`config.mk`:
```
export PLATFORM = sky130hd
export DESIGN_NAME = io_rail_seq
export DESIGN_NICKNAME = d
export VERILOG_FILES = /design/src/rtl/io_rail_pkg.sv /design/src/rtl/io_rail_pg_filt.sv /design/src/rtl/io_rail_seq.sv
export SDC_FILE = /design/constraint.sdc
export NUM_CORES = 1
export LEC_CHECK = 0
export CAP_MARGIN = 20
export CORE_UTILIZATION = 50
export DETAILED_ROUTE_END_ITERATION = 12
export PLACE_DENSITY = 0.71
export SLEW_MARGIN = 10
export SYNTH_ARGS = -nofsm -noshare
export SYNTH_HDL_FRONTEND = slang
export SYNTH_SLANG_ARGS = --single-unit
```
`constraint.sdc`:
```
create_clock -name clk -period 2.3 [get_ports clk]
set_clock_uncertainty 0.15 [all_clocks]
set_input_delay 0.23 -clock clk [delete_from_list [all_inputs] [get_ports clk]]
set_output_delay 0.23 -clock clk [all_outputs]
set_load 0.05 [all_outputs]
```
`src/rtl/io_rail_pkg.sv`:
```
// Shared types and helpers for the IO rail sequencer.
package io_rail_pkg;

  // Depth of the pg_i synchronizer chain.
  localparam int IO_RAIL_SYNC_STAGES = 2;

  typedef enum logic [2:0] {
    ST_OFF     = 3'd0,
    ST_UP      = 3'd1,
    ST_WAIT_PG = 3'd2,
    ST_ON      = 3'd3,
    ST_DOWN    = 3'd4,
    ST_FAULT   = 3'd5
  } io_rail_state_e;

  // Width of the shared step/timeout counter: enough to hold the larger limit.
  function automatic int io_rail_cnt_width(input int settle_cyc, input int to_cyc);
    int max_cyc;
    max_cyc = (settle_cyc > to_cyc) ? settle_cyc : to_cyc;
    return (max_cyc < 1) ? 1 : $clog2(max_cyc + 1);
  endfunction

endpackage

```
`src/rtl/io_rail_pg_filt.sv`:
```
// Power-good conditioning: 2-FF synchronizer followed by a saturating
// run-length filter. pg_good rises after PG_FILT consecutive synchronized
// high samples. Once established it is only withdrawn after two consecutive
// synchronized low samples, so a single-sample dropout on a good rail does
// not trip the sequencer.
module io_rail_pg_filt
  import io_rail_pkg::*;
#(
  parameter int PG_FILT = 4
) (
  input  logic clk,
  input  logic rst,
  input  logic pg_i,
  output logic pg_good
);

  localparam int             FW       = $clog2(PG_FILT + 1);
  localparam logic [FW-1:0]  FILT_MAX = FW'(PG_FILT);

  logic [IO_RAIL_SYNC_STAGES-1:0] sync;
  logic                           pg_s;
  logic [FW-1:0]                  cnt;
  logic                           low_q;
  logic                           hold;

  assign pg_s = sync[IO_RAIL_SYNC_STAGES-1];

  // Bring the analog detector output into the clk domain.
  always_ff @(posedge clk or posedge rst) begin
    if (rst) begin
      sync <= '0;
    end else begin
      // NOTE: non-blocking assignments let every flop sample the pre-edge
      // value, which is what makes this a real two-stage chain.
      sync <= {sync[IO_RAIL_SYNC_STAGES-2:0], pg_i};
    end
  end

  // Count consecutive high samples; track established-good state.
  always_ff @(posedge clk or posedge rst) begin
    if (rst) begin
      cnt   <= '0;
      low_q <= 1'b0;
      hold  <= 1'b0;
    end else begin
      low_q <= ~pg_s;
      if (!pg_s)
        cnt <= '0;
      else if (cnt != FILT_MAX)
        cnt <= cnt + FW'(1);

      if (cnt == FILT_MAX)
        hold <= 1'b1;
      else if (!pg_s && low_q)
        hold <= 1'b0;
    end
  end

  assign pg_good = hold | (cnt == FILT_MAX);

endmodule

```
`src/rtl/io_rail_seq.sv`:
```
// Sequenced controller for the segmented IO supply rails. Segments are
// enabled one at a time (bit 0 first), each step followed by a settle
// period; after the last segment settles, rail power-good is awaited and
// reported over a level req/ack handshake. Power-down peels segments off
// from the top. seg_en is kept as a thermometer code, so it also serves as
// the segment index: shift left to enable the next, shift right to drop
// the highest.
module io_rail_seq
  import io_rail_pkg::*;
#(
  parameter int N_SEG      = 4,
  parameter int SETTLE_CYC = 16,
  parameter int PG_FILT    = 4,
  parameter int TO_CYC     = 1023
) (
  input  logic             clk,
  input  logic             rst,
  input  logic             pwr_req_i,
  input  logic             pg_i,
  output logic [N_SEG-1:0] seg_en_o,
  output logic             pwr_ack_o,
  output logic             busy_o,
  output logic             fault_o,
  output logic [2:0]       state_o
);

  localparam int            CW          = io_rail_cnt_width(SETTLE_CYC, TO_CYC);
  localparam logic [CW-1:0] SETTLE_LAST = CW'(SETTLE_CYC - 1);
  localparam logic [CW-1:0] TO_LAST     = CW'(TO_CYC - 1);

  io_rail_state_e   state;
  logic [N_SEG-1:0] seg_en;
  logic [CW-1:0]    cnt;
  logic             pg_good;

  io_rail_pg_filt #(
    .PG_FILT (PG_FILT)
  ) u_pg_filt (
    .clk     (clk),
    .rst     (rst),
    .pg_i    (pg_i),
    .pg_good (pg_good)
  );

  // Sequencer FSM: state, segment enables and the shared step/timeout counter.
  always_ff @(posedge clk or posedge rst) begin
    if (rst) begin
      // NOTE: the switch enables sit on the async reset so the rails are cut
      // the moment reset asserts, without waiting for a clock edge.
      state  <= ST_OFF;
      seg_en <= '0;
      cnt    <= '0;
    end else begin
      case (state)
        ST_OFF: begin
          if (pwr_req_i) begin
            state  <= ST_UP;
            seg_en <= N_SEG'(1);
            cnt    <= '0;
          end
        end

        ST_UP: begin
          if (!pwr_req_i) begin
            state  <= ST_DOWN;
            seg_en <= seg_en >> 1;
            cnt    <= '0;
          end else if (cnt == SETTLE_LAST) begin
            cnt <= '0;
            if (seg_en[N_SEG-1])
              state <= ST_WAIT_PG;
            else
              seg_en <= (seg_en << 1) | N_SEG'(1);
          end else begin
            cnt <= cnt + CW'(1);
          end
        end

        ST_WAIT_PG: begin
          if (!pwr_req_i) begin
            state  <= ST_DOWN;
            seg_en <= seg_en >> 1;
            cnt    <= '0;
          end else if (pg_good) begin
            state <= ST_ON;
            cnt   <= '0;
          end else if (cnt == TO_LAST) begin
            state  <= ST_FAULT;
            seg_en <= '0;
            cnt    <= '0;
          end else begin
            cnt <= cnt + CW'(1);
          end
        end

        ST_ON: begin
          if (!pwr_req_i) begin
            state  <= ST_DOWN;
            seg_en <= seg_en >> 1;
            cnt    <= '0;
          end else if (!pg_good) begin
            state  <= ST_FAULT;
            seg_en <= '0;
          end
        end

        ST_DOWN: begin
          if (seg_en == '0) begin
            state <= ST_OFF;
            cnt   <= '0;
          end else if (cnt == SETTLE_LAST) begin
            seg_en <= seg_en >> 1;
            cnt    <= '0;
          end else begin
            cnt <= cnt + CW'(1);
          end
        end

        ST_FAULT: begin
          seg_en <= '0;
          if (!pwr_req_i)
            state <= ST_OFF;
        end

        default: begin
          state  <= ST_OFF;
          seg_en <= '0;
          cnt    <= '0;
        end
      endcase
    end
  end

  assign seg_en_o  = seg_en;
  assign pwr_ack_o = (state == ST_ON);
  assign busy_o    = (state == ST_UP) || (state == ST_WAIT_PG) || (state == ST_DOWN);
  assign fault_o   = (state == ST_FAULT);
  assign state_o   = state;

endmodule
```
==> summary by stage <==
CTS
At the later pin of the worst-skew pair, clock insertion delay measures 0.32 ns. The number of sinks handled by clock tree synthesis is 24. After clock tree synthesis, the clock-pin slew on the worst setup and hold paths is roughly 0.14 ns. The number of H-tree branching levels is 1. In this run the clock root is driven by a sky130_fd_sc_hd__clkbuf_4.

The CTS tree is yes. The number of CTS-inserted buffers is 3. The longest clock path from root to sink contains 2 buffers.

Yosys
The mapped netlist covers 1420 µm². The mean area per synthesized cell is between 8 and 9 µm². The number of warnings issued by yosys is 0. Of the post-synthesis cell area, the dominant cell type holds 0.423. The number of nets handed over by synthesis was 167. The primary flip-flop cell chosen by synthesis mapping is sky130_fd_sc_hd__dfrtp_1. The fraction of synthesis flops using an asynchronous set or reset pin is 1.00. The number of instances in the synthesized netlist is 159. In the post-synthesis netlist, the biggest area contributors are sky130_fd_sc_hd__dfrtp_1 42%, sky130_fd_sc_hd__o21ai_0 5.3%, sky130_fd_sc_hd__a21oi_1 4.2%, sky130_fd_sc_hd__mux2_1 4.0%, sky130_fd_sc_hd__nand2_1 4.0%. The proportion of synthesized chip area in sequential cells is 0.423. The post-synthesis cell type with the largest combined area is sky130_fd_sc_hd__dfrtp_1. The number of flops mapped to enable cells by yosys is 0. The post-synthesis sequential element count is 24. The commonest cells after synthesis are 24 x sky130_fd_sc_hd__dfrtp_1, 15 x sky130_fd_sc_hd__nand2_1, 15 x sky130_fd_sc_hd__o21ai_0. In the post-synthesis netlist, the cell with the most instances is sky130_fd_sc_hd__dfrtp_1. In this run, distinct cell masters in the synthesized netlist total 42.

Floorplanning
The die covers slightly above 3000 µm². The count of standard-cell rows is 18. The floorplan step defined a core boundary enclosing between 2000 and 3000 µm². The die is ~55 µm wide.

14 I/O pins were placed. Measured along the y axis, the die boundary spans 55.3 µm. The initial standard-cell utilization of the core is 0.553.

Run
The count of max-cap constraint violations is 0.

Critical path
STA classifies the critical path startpoint as a register. The type of destination of the critical path is a register. The required time at the worst-slack endpoint is 2.37 ns.

In this run the worst path has a maximum fanout of 3. The critical path is of the register to register type. Data on the critical path arrives at its endpoint at roughly 2.3 ns.

Finish
The repair_antennas step left the layout with diodes totalling 0. In the final design database the tool counted 190 nets. The post-synthesis to final-layout area growth is 20.6%. The layout filler cell count is around 220. Of the cells placed in the final design, the portion with a size suffix greater than 1 is 0.171.

Routing
In the routed layout, each cell is associated on average with a via count of around 5.8. The overall routed net length is 3060 µm. In this run, the number of DRC markers left after iteration 0 of detailed routing was 22. In the final routed layout, each cell accounts on average for around 14 µm. In this run the remaining antenna-violating nets after routing total 0. The number of vias after detailed routing is 1232. The DRC violation count after routing is 0.

The first detailed-routing pass ran for 4 iterations.

Global routing
In the global route stage, overall resource usage came out at 0.216. The number of antenna violations at the first check in global routing was 0. After global routing the overflow that remains totals 0. Entering global routing, the biggest net connects 25 pins. The first global-routing pass estimated 5340 µm of wire. The number of global-route vias before repair came to 1194.

Power and ir drop
The power per unit of standard cell area is approximately 1200 nW/µm². The total power is 2.08 mW. The analysis attributes to cell leakage a power of between 0.7 and 0.8 nW.

The maximum ir drop on the vdd rail is 0.00114 V.

Timing
The worst path needs 2.20 ns of the cycle, external delays included. The slack of the critical path is 0.104 ns. At the pin with the least slew margin, the transition time is 0.502 ns. The total setup violations reported at the end of the flow is 0.

The number of slew-limit violations in the final report is 0. The highest achievable clock rate is 455 MHz. In the finished design, the share of the clock period the worst path needs comes to 0.955. In this run the tightest slew margin relative to its limit is 0.665. The final-report hold violation count came to 0.

Placed design
The weighted congestion at the end of routability-driven global placement is 0.823. The count of port buffers added during placement is 13. OpenSTA, run right after detailed placement, puts the worst setup slack at 0.103 ns. The placed wire-length estimate is 2200 µm.

Min path
The class of the tightest hold or removal check is input pin to async pin.

Run status
The flow ran to the end, and the final reports show no timing, DRC or antenna violations.
==> metrics by stage <==
| step | hold slack [ns] | std cells | util | setup TNS (ns) | area [µm²] |
|---|---|---|---|---|---|
| floorplan | 0.0946 | 159 | - | 0 | 1420 |
| detailed placement | 0.193 | 205 | 0.630 | 0 | 1620 |
| global placement | 0.185 | 205 | 0.630 | 0 | 1620 |
| CTS | 0.0843 | 209 | 0.650 | 0 | 1670 |
| finish | 0.0847 | 211 | 0.667 | 0 | 1710 |
| global route | 0.116 | 211 | 0.667 | -0.121 | 1710 |
==> per-layer routing <==
layer	track usage	wire length (µm)	vias to the layer above
li1	-	-	618
met1	0.291	1460	596
met2	0.361	1520	16
met3	0.0304	58	2
met4	0.0607	15	0
met5	0	0	-
==> logic make-up after synthesis <==
logic type,synth area share
simple gates,0.215
compound gates,0.200
flops,0.423
buf+inv,0.0476
mux,0.0476
xor+xnor,0.0309
fa+ha+maj,0.0353
==> sequential cells by signal, summed over array words and instances (netlist names) <==
name,count
seg_en_o,4
u_pg_filt.hold,1
u_pg_filt.low_q,1
u_pg_filt.cnt,3
u_pg_filt.sync,2
cnt,10
state_o,3
==> final timing paths <==
| kind | start | endpoint | slack, ns | cells after the start |
|---|---|---|---|---|
| setup / recovery | u_pg_filt.cnt[0] | seg_en_o[1] | 0.10 | 7 |
| hold / removal | rst | u_pg_filt.sync[0] | 0.08 | 3 |
| setup reg to reg | u_pg_filt.cnt[0] | seg_en_o[1] | 0.10 | 7 |
| hold reg to reg | u_pg_filt.sync[0] | u_pg_filt.sync[1] | 0.22 | 0 |
| max in group asynchronous | rst | cnt[0] | 1.66 | 3 |
| min in group clk | pg_i | u_pg_filt.sync[0] | 0.18 | 1 |
==> critical path: stages, from the launching register on <==
cell and delay [ns]:
sky130_fd_sc_hd__dfrtp_1 0.40, sky130_fd_sc_hd__inv_1 0.05, sky130_fd_sc_hd__ha_1 0.20, sky130_fd_sc_hd__a21o_1 0.20, sky130_fd_sc_hd__nor4_2 0.33, sky130_fd_sc_hd__o2bb2ai_2 0.11
sky130_fd_sc_hd__nor3_2 0.27, sky130_fd_sc_hd__mux2_2 0.36
==> layout by cell type, fill, tap and decap left out, drive strengths merged, types with 2 or more instances in the layout <==
master / instances
nor2: 8
xor2: 3
xnor2: 2
dfrtp: 24
a31oi: 5
nor3: 8
buf: 13
nand3: 8
inv: 12
nand2: 15
o31ai: 2
nor4: 2
a21oi: 12
nor2b: 3
and3: 2
clkbuf: 3
ha: 4
mux2: 6
clkdlybuf4s50: 9
o21ai: 16
nand4: 4
==> power breakdown <==
part           internal, mW  switching [mW]  total (mW)
clock                 0.176           0.135       0.311
sequential            0.503           0.135       0.638
combinational         0.451           0.677        1.13
==> cell type report <==
class	instances	area, µm²	share of cell area
repair buffers	23	200	0.117
clock buffers	3	22.5	0.0132
flip-flops and latches	24	602	0.352
multi-input cells	118	774	0.452
well taps	30	37.5	0.0219
inverters	12	45.0	0.0263
clock inverters	1	30.0	0.0175
==> what timing repair did <==
action                     CTS  global route
setup endpoints to repair    0             7
gates resized for setup      0             7
hold buffers                 0             0
setup buffers                0             2
Power figures use the tool's default switching activity.
